File: src/rtl/idex_stage_reg_if.sv
// ID/EX stage bundle: valid/ready handshake plus decoded control, operands and specifiers.
// master drives valid and payload, slave drives ready.
interface idex_stage_reg_if #(
  parameter int DATA_W  = 32,
  parameter int REG_W   = 5,
  parameter int ALUOP_W = 3
);
  logic               valid;
  logic               ready;
  logic               reg_write;
  logic               mem_to_reg;
  logic               mem_read;
  logic               mem_write;
  logic               reg_dst;
  logic               alu_src;
  logic [ALUOP_W-1:0] alu_op;
  logic [DATA_W-1:0]  read_data1;
  logic [DATA_W-1:0]  read_data2;
  logic [DATA_W-1:0]  sign_ex;
  logic [REG_W-1:0]   rs;
  logic [REG_W-1:0]   rt;
  logic [REG_W-1:0]   rd;

  modport master (
    output valid,
    output reg_write, mem_to_reg, mem_read,
    output mem_write, reg_dst, alu_src, alu_op,
    output read_data1, read_data2, sign_ex,
    output rs, rt, rd,
    input  ready
  );

  modport slave (
    input  valid,
    input  reg_write, mem_to_reg, mem_read,
    input  mem_write, reg_dst, alu_src, alu_op,
    input  read_data1, read_data2, sign_ex,
    input  rs, rt, rd,
    output ready
  );
endinterface

File: src/rtl/idex_stage_reg.sv
// ID/EX pipeline register with one-entry skid buffer, flush and bubble insertion.
// Optional load-use hazard detection: define IDEX_HAZARD_DETECT_EN.
module idex_stage_reg #(
  parameter int DATA_W  = 32,
  parameter int REG_W   = 5,
  parameter int ALUOP_W = 3
) (
  input  logic clk,
  input  logic rst,
  input  logic flush,
  idex_stage_reg_if.slave  in_bus,
  idex_stage_reg_if.master out_bus,
  output logic load_use_stall
);

  typedef struct packed {
    logic               reg_write;
    logic               mem_to_reg;
    logic               mem_read;
    logic               mem_write;
    logic               reg_dst;
    logic               alu_src;
    logic [ALUOP_W-1:0] alu_op;
    logic [DATA_W-1:0]  read_data1;
    logic [DATA_W-1:0]  read_data2;
    logic [DATA_W-1:0]  sign_ex;
    logic [REG_W-1:0]   rs;
    logic [REG_W-1:0]   rt;
    logic [REG_W-1:0]   rd;
  } ent_t;

  typedef enum logic [1:0] {
    EMPTY,
    ONE,
    FULL
  } state_t;

  state_t state;
  state_t state_nx;

  ent_t main_q;
  ent_t skid_q;
  ent_t in_ent;

  logic main_valid;
  logic skid_valid;
  logic in_fire;
  logic out_fire;
  logic ld_main_in;
  logic ld_main_skid;
  logic ld_skid;

  assign in_ent.reg_write  = in_bus.reg_write;
  assign in_ent.mem_to_reg = in_bus.mem_to_reg;
  assign in_ent.mem_read   = in_bus.mem_read;
  assign in_ent.mem_write  = in_bus.mem_write;
  assign in_ent.reg_dst    = in_bus.reg_dst;
  assign in_ent.alu_src    = in_bus.alu_src;
  assign in_ent.alu_op     = in_bus.alu_op;
  assign in_ent.read_data1 = in_bus.read_data1;
  assign in_ent.read_data2 = in_bus.read_data2;
  assign in_ent.sign_ex    = in_bus.sign_ex;
  assign in_ent.rs         = in_bus.rs;
  assign in_ent.rt         = in_bus.rt;
  assign in_ent.rd         = in_bus.rd;

  assign main_valid = (state != EMPTY);
  assign skid_valid = (state == FULL);

`ifdef IDEX_HAZARD_DETECT_EN
  // Load in main whose destination feeds the incoming instruction.
  assign load_use_stall = main_valid & main_q.mem_read
                        & in_bus.valid
                        & (main_q.rt != '0)
                        & ((main_q.rt == in_bus.rs)
                        |  (main_q.rt == in_bus.rt));
`else
  assign load_use_stall = 1'b0;
`endif

  assign in_bus.ready = !skid_valid & !rst & !load_use_stall;
  assign in_fire      = in_bus.valid & in_bus.ready;
  assign out_fire     = main_valid & out_bus.ready;

  always_ff @(posedge clk or posedge rst) begin
    if (rst) begin
      state <= EMPTY;
    end else begin
      state <= state_nx;
    end
  end

  always_comb begin
    state_nx     = state;
    ld_main_in   = 1'b0;
    ld_main_skid = 1'b0;
    ld_skid      = 1'b0;
    unique case (state)
      EMPTY: begin
        if (in_fire) begin
          ld_main_in = 1'b1;
          state_nx   = ONE;
        end
      end
      ONE: begin
        unique case (1'b1)
          in_fire && out_fire: begin
            ld_main_in = 1'b1;
          end
          in_fire && !out_fire: begin
            ld_skid  = 1'b1;
            state_nx = FULL;
          end
          !in_fire && out_fire: begin
            state_nx = EMPTY;
          end
          default: begin
          end
        endcase
      end
      FULL: begin
        if (out_fire) begin
          ld_main_skid = 1'b1;
          state_nx     = ONE;
        end
      end
      default: begin
        state_nx = EMPTY;
      end
    endcase
    // Squash wins: no loads, so data outputs keep their last value.
    if (flush) begin
      state_nx     = EMPTY;
      ld_main_in   = 1'b0;
      ld_main_skid = 1'b0;
      ld_skid      = 1'b0;
    end
  end

  always_ff @(posedge clk or posedge rst) begin
    if (rst) begin
      main_q <= '0;
      skid_q <= '0;
    end else begin
      if (ld_main_in) begin
        main_q <= in_ent;
      end else if (ld_main_skid) begin
        main_q <= skid_q;
      end
      if (ld_skid) begin
        skid_q <= in_ent;
      end
    end
  end

  assign out_bus.valid      = main_valid;
  assign out_bus.reg_write  = main_valid & main_q.reg_write;
  assign out_bus.mem_to_reg = main_valid & main_q.mem_to_reg;
  assign out_bus.mem_read   = main_valid & main_q.mem_read;
  assign out_bus.mem_write  = main_valid & main_q.mem_write;
  assign out_bus.reg_dst    = main_valid & main_q.reg_dst;
  assign out_bus.alu_src    = main_valid & main_q.alu_src;
  assign out_bus.alu_op     = main_valid ? main_q.alu_op : '0;
  assign out_bus.read_data1 = main_q.read_data1;
  assign out_bus.read_data2 = main_q.read_data2;
  assign out_bus.sign_ex    = main_q.sign_ex;
  assign out_bus.rs         = main_q.rs;
  assign out_bus.rt         = main_q.rt;
  assign out_bus.rd         = main_q.rd;

endmodule

File: src/flat_wrapper.sv
// flat-port wrapper written by rule: the top's interface ports become plain ports
module idex_stage_reg_flat 
#(
  parameter int DATA_W  = 32,
  parameter int REG_W   = 5,
  parameter int ALUOP_W = 3
)
  (clk, rst, flush, load_use_stall, in_bus_valid, in_bus_reg_write, in_bus_mem_to_reg, in_bus_mem_read, in_bus_mem_write, in_bus_reg_dst, in_bus_alu_src, in_bus_alu_op, in_bus_read_data1, in_bus_read_data2, in_bus_sign_ex, in_bus_rs, in_bus_rt, in_bus_rd, in_bus_ready, out_bus_valid, out_bus_reg_write, out_bus_mem_to_reg, out_bus_mem_read, out_bus_mem_write, out_bus_reg_dst, out_bus_alu_src, out_bus_alu_op, out_bus_read_data1, out_bus_read_data2, out_bus_sign_ex, out_bus_rs, out_bus_rt, out_bus_rd, out_bus_ready);
  idex_stage_reg_if #(.DATA_W(DATA_W), .REG_W(REG_W), .ALUOP_W(ALUOP_W)) in_bus_i ();
  idex_stage_reg_if #(.DATA_W(DATA_W), .REG_W(REG_W), .ALUOP_W(ALUOP_W)) out_bus_i ();
  input  logic clk;
  input  logic rst;
  input  logic flush;
  output logic load_use_stall;
  input wire logic [$bits(in_bus_i.valid)-1:0] in_bus_valid;
  input wire logic [$bits(in_bus_i.reg_write)-1:0] in_bus_reg_write;
  input wire logic [$bits(in_bus_i.mem_to_reg)-1:0] in_bus_mem_to_reg;
  input wire logic [$bits(in_bus_i.mem_read)-1:0] in_bus_mem_read;
  input wire logic [$bits(in_bus_i.mem_write)-1:0] in_bus_mem_write;
  input wire logic [$bits(in_bus_i.reg_dst)-1:0] in_bus_reg_dst;
  input wire logic [$bits(in_bus_i.alu_src)-1:0] in_bus_alu_src;
  input wire logic [$bits(in_bus_i.alu_op)-1:0] in_bus_alu_op;
  input wire logic [$bits(in_bus_i.read_data1)-1:0] in_bus_read_data1;
  input wire logic [$bits(in_bus_i.read_data2)-1:0] in_bus_read_data2;
  input wire logic [$bits(in_bus_i.sign_ex)-1:0] in_bus_sign_ex;
  input wire logic [$bits(in_bus_i.rs)-1:0] in_bus_rs;
  input wire logic [$bits(in_bus_i.rt)-1:0] in_bus_rt;
  input wire logic [$bits(in_bus_i.rd)-1:0] in_bus_rd;
  output wire logic [$bits(in_bus_i.ready)-1:0] in_bus_ready;
  output wire logic [$bits(out_bus_i.valid)-1:0] out_bus_valid;
  output wire logic [$bits(out_bus_i.reg_write)-1:0] out_bus_reg_write;
  output wire logic [$bits(out_bus_i.mem_to_reg)-1:0] out_bus_mem_to_reg;
  output wire logic [$bits(out_bus_i.mem_read)-1:0] out_bus_mem_read;
  output wire logic [$bits(out_bus_i.mem_write)-1:0] out_bus_mem_write;
  output wire logic [$bits(out_bus_i.reg_dst)-1:0] out_bus_reg_dst;
  output wire logic [$bits(out_bus_i.alu_src)-1:0] out_bus_alu_src;
  output wire logic [$bits(out_bus_i.alu_op)-1:0] out_bus_alu_op;
  output wire logic [$bits(out_bus_i.read_data1)-1:0] out_bus_read_data1;
  output wire logic [$bits(out_bus_i.read_data2)-1:0] out_bus_read_data2;
  output wire logic [$bits(out_bus_i.sign_ex)-1:0] out_bus_sign_ex;
  output wire logic [$bits(out_bus_i.rs)-1:0] out_bus_rs;
  output wire logic [$bits(out_bus_i.rt)-1:0] out_bus_rt;
  output wire logic [$bits(out_bus_i.rd)-1:0] out_bus_rd;
  input wire logic [$bits(out_bus_i.ready)-1:0] out_bus_ready;
  assign in_bus_i.valid = in_bus_valid;
  assign in_bus_i.reg_write = in_bus_reg_write;
  assign in_bus_i.mem_to_reg = in_bus_mem_to_reg;
  assign in_bus_i.mem_read = in_bus_mem_read;
  assign in_bus_i.mem_write = in_bus_mem_write;
  assign in_bus_i.reg_dst = in_bus_reg_dst;
  assign in_bus_i.alu_src = in_bus_alu_src;
  assign in_bus_i.alu_op = in_bus_alu_op;
  assign in_bus_i.read_data1 = in_bus_read_data1;
  assign in_bus_i.read_data2 = in_bus_read_data2;
  assign in_bus_i.sign_ex = in_bus_sign_ex;
  assign in_bus_i.rs = in_bus_rs;
  assign in_bus_i.rt = in_bus_rt;
  assign in_bus_i.rd = in_bus_rd;
  assign in_bus_ready = in_bus_i.ready;
  assign out_bus_valid = out_bus_i.valid;
  assign out_bus_reg_write = out_bus_i.reg_write;
  assign out_bus_mem_to_reg = out_bus_i.mem_to_reg;
  assign out_bus_mem_read = out_bus_i.mem_read;
  assign out_bus_mem_write = out_bus_i.mem_write;
  assign out_bus_reg_dst = out_bus_i.reg_dst;
  assign out_bus_alu_src = out_bus_i.alu_src;
  assign out_bus_alu_op = out_bus_i.alu_op;
  assign out_bus_read_data1 = out_bus_i.read_data1;
  assign out_bus_read_data2 = out_bus_i.read_data2;
  assign out_bus_sign_ex = out_bus_i.sign_ex;
  assign out_bus_rs = out_bus_i.rs;
  assign out_bus_rt = out_bus_i.rt;
  assign out_bus_rd = out_bus_i.rd;
  assign out_bus_i.ready = out_bus_ready;
  idex_stage_reg #(.DATA_W(DATA_W), .REG_W(REG_W), .ALUOP_W(ALUOP_W)) u_core (.clk(clk), .rst(rst), .flush(flush), .in_bus(in_bus_i), .out_bus(out_bus_i), .load_use_stall(load_use_stall));
endmodule
File: config.mk
export PLATFORM = sky130hd
export DESIGN_NAME = idex_stage_reg_flat
export DESIGN_NICKNAME = d
export VERILOG_FILES = /design/src/rtl/idex_stage_reg_if.sv /design/src/rtl/idex_stage_reg.sv /design/src/flat_wrapper.sv
export SDC_FILE = /design/constraint.sdc
export NUM_CORES = 1
export LEC_CHECK = 0
export ABC_AREA = 1
export CAP_MARGIN = 10
export CORE_ASPECT_RATIO = 0.6
export CORE_MARGIN = 2
export CORE_UTILIZATION = 35
export CTS_BUF_LIST = sky130_fd_sc_hd__clkbuf_16
export DETAILED_ROUTE_END_ITERATION = 7
export PLACE_DENSITY = 0.6
export SETUP_SLACK_MARGIN = 0.4
export SLEW_MARGIN = 5
export SYNTH_ARGS = -nofsm -noshare
export SYNTH_HDL_FRONTEND = slang
export SYNTH_SLANG_ARGS = --single-unit
File: constraint.sdc
create_clock -name clk -period 14.1 [get_ports clk]
set_clock_uncertainty 0.05 [all_clocks]
set_input_delay 2.82 -clock clk [delete_from_list [all_inputs] [get_ports clk]]
set_output_delay 2.82 -clock clk [all_outputs]
set_load 0.02 [all_outputs]
==> impl_metrics.yaml <==
status:
  status: "finished clean"
clocking:
  post_cts_buffers: 0
  cts_sinks: 242
  hold_buffers: 0
  htreeDepth: 1
  clk-insertion-delay-late_ns: 0.53
  cts_resized: 0
  cts_buffers: 24
  cts.clk_slew.worst_paths_ns: 0.06
  cts_tree: "yes"
  clock_path_buffers: 3
  root_buffer: "clkbuf_16"
worst_setup_path:
  rrSetupSlack_ns: 11.06
  cp.required_ns: 11.23
  path_class: "in -> out"
  end_kind: "output port"
  reg2reg_to: "u_core.skid_q[40]$_DFFE_PP0P_"
  worstPathArrival_ns: 4.18
  cp-start-kind: "input pin"
  rr_worst_depth: 10
  crit_path_start: "rst"
  critical_path.endpoint: "in_bus_ready"
  critPathMaxFanout: 2
  r2r-start: "u_core.state[1]$_DFFE_PP0P_"
power:
  total_power_w: 0.00232
  ir_worst_vdd_uv: 80.6
  powerDensity_nw_per_um2: 165
  p_leak_nw: 7.16
floorplanning:
  die_h_um: 145
  die_area_um2: 34500
  coreArea_um2: 32400
  ioPinCount: 248
  die_x_um: 238
  rows: 51
  initial_utilization_pct: 35.6
timing:
  finalCriticalPeriod_ns: 7.05
  fin_tns_setup_ns: 0
  rsz0062_at_grt: "no"
  period_share_pct: 50.0
  worst_pin_slew_ns: 1.01
  fmax_mhz: 142
  relSlewSlack_pct: 32.3
  setup_viol: 0
  finalMaxSlewViolations: 0
  holdWs_ns: 0.419
  hold_viol: 0
global_routing:
  gr-total-overflow: 0
  grt_max_degree: 99
  grt_util_all_layers_pct: 17.8
  antenna_found_initial: 2
  grt_pass1_wl_um: 49000
  grt_pass1_vias: 8963
finish:
  stdcell_count: 1979
  syn_to_final_growth_pct: 22.0
  final_util_pct: 43.4
  final_nets: 1662
  drive_gt1_share_pct: 3.80
synthesis:
  ys_seq_elements: 242
  syn_inst: 1444
  avgSynthCellArea_um2: 7.99
  synth_seq_area_share_pct: 52.5
  ys_types: 19
  synth_area_um2: 11500
  yosys_warnings: 0
  syn_nets: 1569
place:
  dpl.cell_count: 1935
  port_buffers: 246
  dpl.hpwl_um: 18200
  place.gp.congestion: 0.772
route:
  firstDrtPassIters: 8
  ant_nets: 0
  wl_per_cell_um: 15.3
  viasPerCell: 4.61
  num_vias: 9125
  route.detailed.drc: 0
  drt_wl_total_um: 30400
  drtIter0Drc: 724
min_path:
  min_path_cells: 2
  hp-class: "reg -> reg"
  min-delay-start: "u_core.skid_q[34]$_DFFE_PP0P_"
run:
  maxCapViolations: 0
-- synthesized netlist by cell type --
| cell type | n | share of area, % |
|---|---|---|
| o21ai_0 | 1 | 0.043 |
| inv_2 | 2 | 0.065 |
| dfrtp_1 | 242 | 52 |
| nor2_2 | 2 | 0.11 |
| conb_1 | 1 | 0.033 |
| clkbuf_1 | 7 | 0.23 |
| nor3_4 | 1 | 0.14 |
| buf_2 | 39 | 1.7 |
| nor2_1 | 132 | 4.3 |
| nand3_2 | 1 | 0.087 |
| a21oi_1 | 121 | 5.2 |
| nand3_1 | 125 | 5.4 |
| buf_4 | 134 | 8.7 |
| nor2_4 | 1 | 0.098 |
| inv_1 | 135 | 4.4 |
| buf_1 | 1 | 0.033 |
| buf_6 | 10 | 0.98 |
| nand2_1 | 488 | 16 |
| nand2_2 | 1 | 0.054 |
-- state kept, by name (all words and copies together) (netlist names) --
register                   cells
u_core.out_bus.read_data2     32
u_core.out_bus.rs              5
u_core.state                   2
u_core.out_bus.rd              5
u_core.out_bus.read_data1     32
u_core.out_bus.rt              5
u_core.skid_q                120
u_core.main_q                  9
u_core.out_bus.sign_ex        32
-- power by group --
group	leakage, nW	internal, W	total (W)	switching [W]
clock	0.380	0.000357	0.000640	0.000283
sequential	3.05	0.000915	0.00104	0.000124
combinational	3.73	0.000283	0.000639	0.000356
total	7.16	0.00156	0.00232	0.000763
-- per-layer routing --
layer	track usage, %	vias to the layer above	share of wire (%)
li1	-	4493	-
met1	26.4	4378	49
met2	26.6	213	43
met3	3.87	41	5.5
met4	3.68	0	1.6
met5	0	-	0
-- per-stage QoR --
step / cell area, um2 / worst slack (ns)
floorplan: 11500 / 4.55
global placement: 13300 / 7.03
detailed placement: 13300 / 7.06
CTS: 14100 / 7.06
global route: 14100 / 6.97
finish: 14100 / 7.05
-- worst max-delay path, cell delays in order --
cell and delay (ns):
clkdlybuf4s50_1 0.51, a21oi_1 0.21, clkdlybuf4s50_1 0.63
-- cells by family (layout without fill, tap and decap cells) --
| family | after synthesis | count (layout) | share of synthesized area [%] |
|---|---|---|---|
| AO/OA/AOI/OAI | 122 | 122 | 5.29 |
| buffers and inverters | 328 | 437 | 16.1 |
| AND/OR/NAND/NOR | 751 | 751 | 26.1 |
| other | 1 | 3 | 0.0325 |
| flip-flops | 242 | 242 | 52.5 |
-- cells in the final DEF (no fill, tap or decap), drive strengths merged --
cell type,n
a21oi,121
buf,12
bufinv,2
clkbuf,25
clkdlybuf4s50,246
clkinv,10
clkinvlp,3
conb,1
dfrtp,242
diode,2
inv,139
nand2,489
nand3,126
nor2,135
nor3,1
o21ai,1
-- layout make-up --
| class | count | area [um2] |
|---|---|---|
| antenna | 2 | 5.00 |
| clock buffer | 25 | 626 |
| clock inverter | 17 | 136 |
| fill | 3159 | 18300 |
| inverter | 137 | 522 |
| multi-input combinational | 874 | 3650 |
| sequential | 242 | 6060 |
| tap | 424 | 531 |
| timing repair buffer | 258 | 2550 |
-- worst min-delay path by stage --
stage / endpoint / slack (ns)
2_1_floorplan: u_core.skid_q[0]$_DFFE_PP0P_ / 0.39
3_3_place_gp: u_core.skid_q[74]$_DFFE_PP0P_ / 0.40
3_5_place_dp: u_core.skid_q[51]$_DFFE_PP0P_ / 0.41
4_1_cts: u_core.skid_q[72]$_DFFE_PP0P_ / 0.42
5_1_grt: u_core.skid_q[100]$_DFFE_PP0P_ / 0.44
6_report: u_core.skid_q[34]$_DFFE_PP0P_ / 0.42
No activity file was read; power rests on OpenSTA's default activity.
